### src/rtl/pbit_anneal_scheduler.sv
// Annealing controller: steps beta from start to end with a programmable dwell and captures one
// (m_0, m_1) sample per dwell. Define PBIT_ANNEAL_AGREE_CNT_EN to add the m_0==m_1 agreement counters.
module pbit_anneal_scheduler #(
  parameter int unsigned M      = 8,
  parameter int unsigned BETA_W = 16,
  parameter int unsigned CNT_W  = 16
) (
  input  logic                     clk_mac,
  input  logic                     reset,
  input  logic                     i_start,
  input  logic                     i_abort,
  input  logic signed [BETA_W-1:0] i_beta_start,
  input  logic signed [BETA_W-1:0] i_beta_end,
  input  logic signed [BETA_W-1:0] i_beta_step,
  input  logic [CNT_W-1:0]         i_dwell,
  input  logic [M-1:0]             i_m_0,
  input  logic [M-1:0]             i_m_1,
  input  logic                     i_core_running,
  input  logic                     i_core_done,
  output logic                     o_run,
  output logic                     o_stop,
  output logic signed [BETA_W-1:0] o_beta,
  output logic                     o_busy,
  output logic                     o_done,
  output logic                     o_aborted,
  output logic                     o_sample_valid,
  output logic [M-1:0]             o_sample_0,
  output logic [M-1:0]             o_sample_1,
  output logic [CNT_W-1:0]         o_sample_cnt
`ifdef PBIT_ANNEAL_AGREE_CNT_EN
  ,
  output logic [CNT_W-1:0]         o_agree_cnt,
  output logic                     o_agree_last
`endif
);
  localparam int unsigned EXT_W = BETA_W + 1;

  typedef enum logic [2:0] {
    S_IDLE, S_LAUNCH, S_ANNEAL, S_STOP, S_WAIT_DONE, S_DONE
  } state_t;

  state_t state_q, state_d;

  logic signed [BETA_W-1:0] beta_q, beta_d, end_q, end_d, step_q, step_d, beta_out_d;
  logic [CNT_W-1:0]         dwell_q, dwell_d, cnt_q, cnt_d, scnt_d;
  logic                     run_d, stop_d, busy_d, done_d, aborted_d, valid_d;
  logic [M-1:0]             s0_d, s1_d;

  logic signed [EXT_W-1:0]  sum_c, end_ext_c;
  logic signed [BETA_W-1:0] beta_next_c;
  logic                     step_pos_c, step_neg_c, final_c, dwell_end_c;

`ifdef PBIT_ANNEAL_AGREE_CNT_EN
  logic [CNT_W-1:0] agree_cnt_d;
  logic             agree_last_d;
`endif

  // Next beta computed one bit wider so the clamp against end cannot wrap
  always_comb begin
    sum_c       = $signed({beta_q[BETA_W-1], beta_q}) + $signed({step_q[BETA_W-1], step_q});
    end_ext_c   = $signed({end_q[BETA_W-1], end_q});
    step_neg_c  = step_q[BETA_W-1];
    step_pos_c  = !step_neg_c && (step_q != '0);
    final_c     = (step_q == '0) || (step_pos_c && (beta_q >= end_q)) ||
                  (step_neg_c && (beta_q <= end_q));
    if ((step_pos_c && (sum_c > end_ext_c)) || (step_neg_c && (sum_c < end_ext_c)))
      beta_next_c = end_q;
    else
      beta_next_c = sum_c[BETA_W-1:0];
    dwell_end_c = (cnt_q == dwell_q - CNT_W'(1));
  end

  // Next-state and next-output logic; o_beta trails the working beta by one cycle
  always_comb begin
    state_d    = state_q;
    beta_d     = beta_q;
    end_d      = end_q;
    step_d     = step_q;
    dwell_d    = dwell_q;
    cnt_d      = cnt_q;
    beta_out_d = beta_q;
    run_d      = o_run;
    stop_d     = 1'b0;
    done_d     = 1'b0;
    aborted_d  = o_aborted;
    valid_d    = 1'b0;
    s0_d       = o_sample_0;
    s1_d       = o_sample_1;
    scnt_d     = o_sample_cnt;
`ifdef PBIT_ANNEAL_AGREE_CNT_EN
    agree_cnt_d  = o_agree_cnt;
    agree_last_d = o_agree_last;
`endif
    case (state_q)
      S_IDLE: begin
        if (i_start) begin
          end_d      = i_beta_end;
          step_d     = i_beta_step;
          dwell_d    = (i_dwell == '0) ? CNT_W'(1) : i_dwell;
          beta_d     = i_beta_start;
          beta_out_d = i_beta_start;
          scnt_d     = '0;
          aborted_d  = 1'b0;
          run_d      = 1'b1;
          state_d    = S_LAUNCH;
`ifdef PBIT_ANNEAL_AGREE_CNT_EN
          agree_cnt_d  = '0;
          agree_last_d = 1'b0;
`endif
        end
      end
      S_LAUNCH: begin
        if (i_abort) begin
          run_d     = 1'b0;
          stop_d    = 1'b1;
          aborted_d = 1'b1;
          state_d   = S_STOP;
        end else if (i_core_running) begin
          run_d   = 1'b0;
          cnt_d   = '0;
          state_d = S_ANNEAL;
        end
      end
      S_ANNEAL: begin
        if (i_abort) begin
          stop_d    = 1'b1;
          aborted_d = 1'b1;
          state_d   = S_STOP;
        end else if (dwell_end_c) begin
          valid_d = 1'b1;
          s0_d    = i_m_0;
          s1_d    = i_m_1;
          cnt_d   = '0;
          if (o_sample_cnt != '1) scnt_d = o_sample_cnt + CNT_W'(1);
`ifdef PBIT_ANNEAL_AGREE_CNT_EN
          agree_last_d = (i_m_0 == i_m_1);
          if ((i_m_0 == i_m_1) && (o_agree_cnt != '1)) agree_cnt_d = o_agree_cnt + CNT_W'(1);
`endif
          if (final_c) begin
            stop_d  = 1'b1;
            state_d = S_STOP;
          end else begin
            beta_d = beta_next_c;
          end
        end else begin
          cnt_d = cnt_q + CNT_W'(1);
        end
      end
      S_STOP: begin
        done_d  = i_core_done;
        state_d = i_core_done ? S_DONE : S_WAIT_DONE;
      end
      S_WAIT_DONE: begin
        if (i_core_done) begin
          done_d  = 1'b1;
          state_d = S_DONE;
        end
      end
      S_DONE:  state_d = S_IDLE;
      default: state_d = S_IDLE;
    endcase
    busy_d = (state_d != S_IDLE);
  end

  always_ff @(posedge clk_mac or posedge reset) begin
    if (reset) begin
      state_q        <= S_IDLE;
      beta_q         <= '0;
      end_q          <= '0;
      step_q         <= '0;
      dwell_q        <= '0;
      cnt_q          <= '0;
      o_run          <= 1'b0;
      o_stop         <= 1'b0;
      o_beta         <= '0;
      o_busy         <= 1'b0;
      o_done         <= 1'b0;
      o_aborted      <= 1'b0;
      o_sample_valid <= 1'b0;
      o_sample_0     <= '0;
      o_sample_1     <= '0;
      o_sample_cnt   <= '0;
`ifdef PBIT_ANNEAL_AGREE_CNT_EN
      o_agree_cnt    <= '0;
      o_agree_last   <= 1'b0;
`endif
    end else begin
      state_q        <= state_d;
      beta_q         <= beta_d;
      end_q          <= end_d;
      step_q         <= step_d;
      dwell_q        <= dwell_d;
      cnt_q          <= cnt_d;
      o_run          <= run_d;
      o_stop         <= stop_d;
      o_beta         <= beta_out_d;
      o_busy         <= busy_d;
      o_done         <= done_d;
      o_aborted      <= aborted_d;
      o_sample_valid <= valid_d;
      o_sample_0     <= s0_d;
      o_sample_1     <= s1_d;
      o_sample_cnt   <= scnt_d;
`ifdef PBIT_ANNEAL_AGREE_CNT_EN
      o_agree_cnt    <= agree_cnt_d;
      o_agree_last   <= agree_last_d;
`endif
    end
  end
endmodule
### config.mk
export PLATFORM = sky130hd
export DESIGN_NAME = pbit_anneal_scheduler
export DESIGN_NICKNAME = d
export VERILOG_FILES = /design/src/rtl/pbit_anneal_scheduler.sv
export SDC_FILE = /design/constraint.sdc
export NUM_CORES = 1
export LEC_CHECK = 0
export CAP_MARGIN = 20
export CORE_MARGIN = 2
export CORE_UTILIZATION = 54
export DETAILED_ROUTE_END_ITERATION = 10
export PLACE_DENSITY = 0.81
export SLEW_MARGIN = 20
export SYNTH_ARGS = -nofsm -noshare
export SYNTH_HDL_FRONTEND = slang
export SYNTH_SLANG_ARGS = --single-unit
### constraint.sdc
create_clock -name clk_mac -period 5.3 [get_ports clk_mac]
set_input_delay 1.06 -clock clk_mac [delete_from_list [all_inputs] [get_ports clk_mac]]
set_output_delay 1.06 -clock clk_mac [all_outputs]
set_load 0.01 [all_outputs]
==> impl_metrics.env, run 1 <==
export IMPL_run_status="complete, no violations"
export IMPL_globalRoute_totalOverflow=0
export IMPL_worst_setup_path_startpoint="beta_q[6]$_DFFE_PP0P_"
export IMPL_initialDrtViolationCount=475
export IMPL_grt_first_pass_wirelength_um=33180
export IMPL_critPathMaxStageDelay_ns=0.59
export IMPL_place_hpwl_um=14830
export IMPL_yosys_top_cells_area="sky130_fd_sc_hd__dfrtp_1, sky130_fd_sc_hd__ha_1, sky130_fd_sc_hd__mux2_2"
export IMPL_grt_pass1_vias=6785
export IMPL_combined_area_of_the_multi_input_logic_cells_sq_um=4434
export IMPL_finalMaxSlewViolations=0
export IMPL_clock_fmax_mhz=211.0
export IMPL_via_count=6873
export IMPL_worst_setup_path_start_kind="register"
export IMPL_hold_path_class="reg2reg"
export IMPL_drcViolationCount=0
export IMPL_reg2reg_from="beta_q[6]$_DFFE_PP0P_"
export IMPL_synth_cell_area_sq_um=8145
export IMPL_cp_buf_inv_count=1
export IMPL_final_layout_size_suffix_gt1_frac=0.09990
export IMPL_place_gp_congestion=0.9187
export IMPL_clockRootBuffer="sky130_fd_sc_hd__clkbuf_16"
export IMPL_hold_path_startpoint="o_sample_1[7]$_DFFE_PP0P_"
export IMPL_cts_buffers_inserted=17
export IMPL_port_buffer_count=139
export IMPL_hold_viol=0
export IMPL_yosysSeqAreaShare=0.4209
export IMPL_timing_setup_tns_ns=0
export IMPL_postSynth_topFlopCell="sky130_fd_sc_hd__dfrtp_1"
export IMPL_average_routed_wire_per_standard_cell_um=17.37
export IMPL_rsz0062_at_grt="no"
export IMPL_synth_top_cells_by_count="sky130_fd_sc_hd__dfrtp_1, sky130_fd_sc_hd__nand2_1, sky130_fd_sc_hd__o21ai_0"
export IMPL_antenna_diode_count=0
export IMPL_worst_path_most_repeated_cell="sky130_fd_sc_hd__a21oi_1"
export IMPL_min_path_cells=2
export IMPL_timing_max_slew_rel_slack=0.4757
export IMPL_power_static_leakage_nw=4.396
export IMPL_max_slew_worst_pin_slew_ns=0.7864
export IMPL_cts_hold_repair_buffers=0
export IMPL_wp_data_arrival_ns=5.01
export IMPL_antenna_left=0
export IMPL_critical_path_max_fanout=7
export IMPL_yosys_warnings=0
export IMPL_postSynthRegisterBits=137
export IMPL_post_route_period_util=0.8940
export IMPL_die_h_um=126.8
export IMPL_post_synth_top_area_fraction=0.4209
export IMPL_post_synth_inst_count=843
export IMPL_die_area_sq_um=16080
export IMPL_placementRows=44
export IMPL_maximum_number_of_pins_on_one_net_before_global_route_repair=88
export IMPL_clk_transition_reported_paths_ns=0.06
export IMPL_timing_hold_ws_ns=0.4650
export IMPL_p_per_area_nw_per_um2=660.9
export IMPL_worst_setup_path_type="reg2reg"
export IMPL_number_of_ports_placed_on_the_die_boundary=140
export IMPL_cp_data_required_time_ns=5.57
export IMPL_synthesis_area_per_instance_sq_um=9.662
export IMPL_crit_chain="ha_1, a2111oi_0, a21oi_1, nand2_1, o211ai_1, a21oi_1, xnor2_1, ha_1, nand2_1, o21ai_0, a2111oi_0, a21oi_1, o31ai_1, mux2i_2, buf_4, mux2_2, a21oi_1, o22ai_1"
export IMPL_asyncSetResetFlopFracSynth=1.000
export IMPL_yosysMostFrequentCell="sky130_fd_sc_hd__dfrtp_1"
export IMPL_design_final_nets=1119
export IMPL_r2r_setup_slk_ns=0.56
export IMPL_synth_enable_flop_cells=0
export IMPL_yosysUniqueCellTypes=65
export IMPL_critPathCaptureType="register"
export IMPL_start_util=0.5562
export IMPL_nFillCells=1134
export IMPL_tritoncts_clock_tree="done"
export IMPL_layout_min_cycle_time_ns=4.738
export IMPL_timing_max_cap_violations=0
export IMPL_cts_resized_gates=0
export IMPL_clock_skew_ns=0.009241
export IMPL_groute_usage_overall=0.2579
export IMPL_worst_path_stages=18
export IMPL_ir_drop_mv=0.3929
export IMPL_postCtsSetupBuffers=0
export IMPL_design_core_area_sq_um=14640
export IMPL_grt_antenna_before_repair=0
export IMPL_wirelength_um=20410
export IMPL_synth_nets=982
export IMPL_floorplan_die_width_um=126.8
export IMPL_clock_tree_buffer_depth=2
export IMPL_timing_reg2reg_worst_path_depth=18
export IMPL_clock_latency_ns=0.42
export IMPL_average_via_count_per_standard_cell=5.849
export IMPL_cts_max_level=4
export IMPL_critical_path_top_delay_family="compound AO/OA/AOI/OAI gates"
export IMPL_drt_pre_antenna_iters=5
export IMPL_timing_critical_path_slowest_stage_cell="sky130_fd_sc_hd__a2111oi_0"
export IMPL_flow_area_growth_from_synthesis_pct=25.81
export IMPL_cts_num_sinks=137
export IMPL_number_of_endpoints_failing_setup_at_the_final_stage=0
export IMPL_final_seq_area_sq_um=3428
export IMPL_synth_largest_area_cell="sky130_fd_sc_hd__dfrtp_1"
report_power, final:
part           switching (W)  leakage [nW]  internal, W
registers           0.000378          1.72      0.00140
logic                0.00204          2.40      0.00180
clock network       0.000430         0.282     0.000721
total                0.00285          4.40      0.00392
registers in the layout (all words and copies together) (netlist names):
| register | cells |
|---|---|
| o_run | 1 |
| cnt_q | 16 |
| end_q | 16 |
| dwell_q | 16 |
| o_aborted | 1 |
| o_beta | 16 |
| o_sample_valid | 1 |
| o_sample_1 | 8 |
| o_done | 1 |
| o_busy | 1 |
| o_stop | 1 |
| o_sample_cnt | 16 |
| o_sample_0 | 8 |
| step_q | 16 |
| beta_q | 16 |
| state_q | 3 |
final timing paths:
| path | endpoint |
|---|---|
| setup / recovery | beta_q[15]$_DFFE_PP0P_ |
| hold / removal | o_sample_1[7]$_DFFE_PP0P_ |
| setup reg to reg | beta_q[15]$_DFFE_PP0P_ |
| hold reg to reg | o_sample_1[7]$_DFFE_PP0P_ |
| max in group asynchronous | end_q[7]$_DFFE_PP0P_ |
| min in group asynchronous | cnt_q[10]$_DFFE_PP0P_ |
metal layers:
layer  GRT usage  share of wire  vias up
met5           0              0        -
met4     0.09179          0.027        0
met3     0.05103          0.052       43
met2      0.4273           0.48      221
met1      0.3392           0.44     3302
li1            -              -     3307
cell families after synthesis:
kind of cell    Yosys count  synth area share
compound gates          179            0.1376
xor+xnor                 48           0.05161
fa+ha+maj                53           0.08233
buf+inv                  63           0.03594
flops                   137            0.4209
mux                      62           0.08279
simple gates            301            0.1888
worst register-to-register path: cells and delay by family (launching register included):
kind / cells / cell delay [ns]
AO/OA/AOI/OAI: 10 / 2.30
adder cells (fa/ha/maj): 2 / 0.65
multiplexers: 2 / 0.61
flip-flops: 1 / 0.42
AND/OR/NAND/NOR: 2 / 0.22
buffers and inverters: 1 / 0.21
XOR/XNOR: 1 / 0.18
cells in the final DEF, fill, tap and decap left out, drive strengths merged, types with 5 or more instances in the layout:
master / count
clkdlybuf4s50: 139
dfrtp: 137
nand2: 109
o21ai: 64
nor2: 54
ha: 52
a21oi: 47
mux2: 43
xnor2: 34
inv: 34
nand3: 22
clkbuf: 22
mux2i: 19
nor3: 18
xor2: 14
and3: 14
or3: 13
o22a: 13
nor3b: 12
nand4: 11
nor4: 10
nand2b: 9
a31oi: 9
buf: 8
a21o: 7
nor2b: 6
o31ai: 5
clkinv: 5
per-stage QoR:
step,worst slack (ns),util,cells,instance area (sq um),power (W)
after global routing,0.3363,0.6998,1175,10250,0.007285
final,0.5616,0.6998,1175,10250,0.006772
after floorplan,0.4985,-,843,8145,0.004510
after detailed placement,0.6858,0.6608,1145,9677,0.005530
after CTS,0.6338,0.6998,1175,10250,0.006741
after global placement,0.7577,0.6608,1145,9677,0.005435
area by class of cell:
type	count	share of cell area
clock buffers	22	0.04628
clock inverters	8	0.009402
inverters	34	0.01294
multi-input cells	643	0.4327
flip-flops and latches	137	0.3346
well taps	184	0.02247
repair buffers	147	0.1416
Power figures use the tool's default switching activity.
==> run 2, diff against run 1 <==
--- a/config.mk
+++ b/config.mk
@@ -5,9 +5,10 @@
 export SDC_FILE = /design/constraint.sdc
 export NUM_CORES = 1
 export LEC_CHECK = 0
+export ABC_AREA = 1
 export CAP_MARGIN = 20
 export CORE_MARGIN = 2
-export CORE_UTILIZATION = 54
+export CORE_UTILIZATION = 55
 export DETAILED_ROUTE_END_ITERATION = 10
 export PLACE_DENSITY = 0.81
 export SLEW_MARGIN = 20
==> run 2 against run 1 <==
Core utilization about the same. Synthesized cell count increased by 48%. Total power about the same. Via count increased by 25%. Critical path type unchanged. Largest power group unchanged.
==> impl_metrics.env, run 2 <==
export IMPL_hold_viol=0
export IMPL_timing_max_cap_violations=0
export IMPL_final_layout_size_suffix_gt1_frac=0.05891
export IMPL_via_count=8557
export IMPL_number_of_endpoints_failing_setup_at_the_final_stage=0
export IMPL_worst_setup_path_type="reg2reg"
export IMPL_layout_commonest_cell="sky130_fd_sc_hd__nand2_1"
export IMPL_antenna_diode_count=0
export IMPL_die_h_um=131.8
export IMPL_terminus_of_the_critical_flop_to_flop_path="beta_q[11]$_DFFE_PP0P_"
export IMPL_synthesis_area_per_instance_sq_um=7.188
export IMPL_asyncSetResetFlopFracSynth=1.000
export IMPL_postSynth_topFlopCell="sky130_fd_sc_hd__dfrtp_1"
export IMPL_cp_buf_inv_count=1
export IMPL_yosysMostFrequentCell="sky130_fd_sc_hd__nand2_1"
export IMPL_timing_max_slew_rel_slack=0.3737
export IMPL_ir_drop_mv=0.3594
export IMPL_yosysSeqAreaShare=0.3816
export IMPL_max_slew_worst_pin_slew_ns=0.9364
export IMPL_place_gp_congestion=0.9042
export IMPL_postSynthRegisterBits=137
export IMPL_design_core_area_sq_um=15940
export IMPL_clockRootBuffer="sky130_fd_sc_hd__clkbuf_16"
export IMPL_cts_max_level=4
export IMPL_number_of_ports_placed_on_the_die_boundary=140
export IMPL_layout_min_cycle_time_ns=4.328
export IMPL_worst_path_most_repeated_cell="sky130_fd_sc_hd__nand2_1"
export IMPL_drcViolationCount=0
export IMPL_synth_largest_area_cell="sky130_fd_sc_hd__dfrtp_1"
export IMPL_yosys_area_share_xor_xnor=0.04373
export IMPL_post_place_ws_ns=1.211
export IMPL_start_util=0.5636
export IMPL_critical_path_max_fanout=16
export IMPL_min_path_cells=2
export IMPL_groute_usage_overall=0.2819
export IMPL_reg2reg_from="beta_q[2]$_DFFE_PP0P_"
export IMPL_critical_path_top_delay_family="simple AND/OR/NAND/NOR gates"
export IMPL_initialDrtViolationCount=783
export IMPL_grt_pass1_vias=8034
export IMPL_yosys_area_share_simple=0.3359
export IMPL_power_static_leakage_nw=5.525
export IMPL_finalMaxSlewViolations=0
export IMPL_average_via_count_per_standard_cell=5.322
export IMPL_min_delay_worst_endpoint="o_aborted$_DFFE_PP0P_"
export IMPL_wp_data_arrival_ns=4.69
export IMPL_cp_data_required_time_ns=5.66
export IMPL_tritoncts_clock_tree="done"
export IMPL_synth_nets=1389
export IMPL_place_hpwl_um=17300
export IMPL_worst_slack_ns=0.9722
export IMPL_wirelength_um=23450
export IMPL_clock_latency_ns=0.43
export IMPL_port_buffer_count=139
export IMPL_cts_buffers_inserted=17
export IMPL_nFillCells=1357
export IMPL_clock_skew_ns=0.01454
export IMPL_clk_transition_reported_paths_ns=0.07
export IMPL_run_status="complete, no violations"
export IMPL_rsz0062_at_grt="no"
export IMPL_cts_resized_gates=0
export IMPL_r2r_setup_slk_ns=0.97
export IMPL_hold_path_startpoint="o_aborted$_DFFE_PP0P_"
export IMPL_hold_path_class="reg2reg"
export IMPL_maximum_number_of_pins_on_one_net_before_global_route_repair=71
export IMPL_synth_area_in_compound_gates=0.08634
export IMPL_worst_setup_path_start_kind="register"
export IMPL_timing_setup_tns_ns=0
export IMPL_clock_fmax_mhz=231.1
export IMPL_synth_top_cells_by_count="sky130_fd_sc_hd__nand2_1, sky130_fd_sc_hd__inv_1, sky130_fd_sc_hd__dfrtp_1"
export IMPL_yosys_warnings=0
export IMPL_flow_area_growth_from_synthesis_pct=24.22
export IMPL_drt_pre_antenna_iters=5
export IMPL_die_area_sq_um=17370
export IMPL_layout_common_cells="sky130_fd_sc_hd__nand2_1, sky130_fd_sc_hd__inv_1, sky130_fd_sc_hd__clkdlybuf4s50_1"
export IMPL_post_route_period_util=0.8166
export IMPL_design_final_nets=1518
export IMPL_synthAdderAreaFrac=0.07464
export IMPL_timing_critical_path_slowest_stage_cell="sky130_fd_sc_hd__nand3_1"
export IMPL_p_per_area_nw_per_um2=607.3
export IMPL_critPathCaptureType="register"
export IMPL_globalRoute_totalOverflow=0
export IMPL_crit_chain="ha_1, nand2_1, nand2_1, o21ai_0, o21ai_0, nand3_1, nand2_1, nand3_1, a22oi_1, inv_1, ha_1, nand2_1, nor2_1, nand2_1, nor2_1, nand2_1, nand4_1, nand3_1, nand3_1, nand3_1, nand2_1, nand2_1, nand2_1"
export IMPL_yosys_top_cells_area="sky130_fd_sc_hd__dfrtp_1, sky130_fd_sc_hd__nand2_1, sky130_fd_sc_hd__ha_1"
export IMPL_floorplan_die_width_um=131.8
export IMPL_critPathMaxStageDelay_ns=0.49
export IMPL_grt_antenna_before_repair=0
export IMPL_postCtsSetupBuffers=0
export IMPL_post_synth_top_area_fraction=0.3816
export IMPL_report_power_total_w=0.006778
export IMPL_share_of_cell_area_taken_by_muxes_after_synthesis=0
export IMPL_average_routed_wire_per_standard_cell_um=14.58
export IMPL_antenna_left=0
export IMPL_grt_first_pass_wirelength_um=39790
export IMPL_synth_enable_flop_cells=0
export IMPL_cts_num_sinks=137
export IMPL_yosysUniqueCellTypes=42
export IMPL_post_synth_inst_count=1250
export IMPL_clock_tree_buffer_depth=2
export IMPL_synth_cell_area_sq_um=8985
export IMPL_cts_hold_repair_buffers=0
export IMPL_timing_reg2reg_worst_path_depth=23
export IMPL_synth_top_family_by_area="simple AND/OR/NAND/NOR gates"
export IMPL_placementRows=46
[run 2: cell families (layout without fill, tap and decap cells)]
kind of cell | after synthesis | in the layout
and+or+nand+nor | 688 | 688
adders and majority gates | 53 | 53
AOI/OAI and AO/OA | 148 | 148
buffers and inverters | 180 | 322
DFF | 137 | 137
xor gates and xnor gates | 44 | 44
[run 2: final cells by class]
class | count | area (sq um) | area share
inverters | 144 | 545.5 | 0.04888
clock buffers | 18 | 429.2 | 0.03845
multi-input cells | 933 | 4867 | 0.4361
flip-flops and latches | 137 | 3428 | 0.3072
repair buffers | 146 | 1456 | 0.1305
clock inverters | 14 | 163.9 | 0.01469
well taps | 216 | 270.3 | 0.02422
[run 2: how the worst max path moves through the flow]
| stage | from | to | slack, ns | depth (start not counted) |
|---|---|---|---|---|
| 2_1_floorplan | reset | beta_q[0]$_DFFE_PP0P_ | 0.57 | 1 |
| 3_3_place_gp | beta_q[2]$_DFFE_PP0P_ | beta_q[7]$_DFFE_PP0P_ | 1.33 | 23 |
| 3_5_place_dp | beta_q[2]$_DFFE_PP0P_ | beta_q[14]$_DFFE_PP0P_ | 1.21 | 24 |
| 4_1_cts | beta_q[2]$_DFFE_PP0P_ | beta_q[14]$_DFFE_PP0P_ | 1.06 | 24 |
| 5_1_grt | step_q[0]$_DFFE_PP0P_ | beta_q[9]$_DFFE_PP0P_ | 0.58 | 25 |
| 6_report | beta_q[2]$_DFFE_PP0P_ | beta_q[11]$_DFFE_PP0P_ | 0.97 | 23 |
[run 2: tightest hold or removal path: cells and delay by family, from the launching register on]
kind,cells,cell delay (ns)
flops,1,0.35
simple gates,2,0.12
[run 2: metrics by stage]
stage,hold slack (ns),std cells,utilization,cell area (sq um)
floorplan,0.4663,1250,-,8985
global placement,0.4790,1575,0.6616,10550
detailed placement,0.4850,1575,0.6616,10550
CTS,0.4994,1607,0.6988,11140
global route,0.5282,1608,0.7000,11160
finish,0.5012,1608,0.7000,11160
[run 2: routing by layer]
metal	global-route usage	routed length [um]	up-vias
met5	0	0	-
met4	0.08454	316	0
met3	0.06305	1785	32
met2	0.4348	10640	306
met1	0.3994	10710	3940
li1	-	-	4279
[run 2: report_power, final]
group,switching [W],internal (W)
Clock,0.000500,0.000704
Combinational,0.00248,0.00141
Sequential,0.000308,0.00138
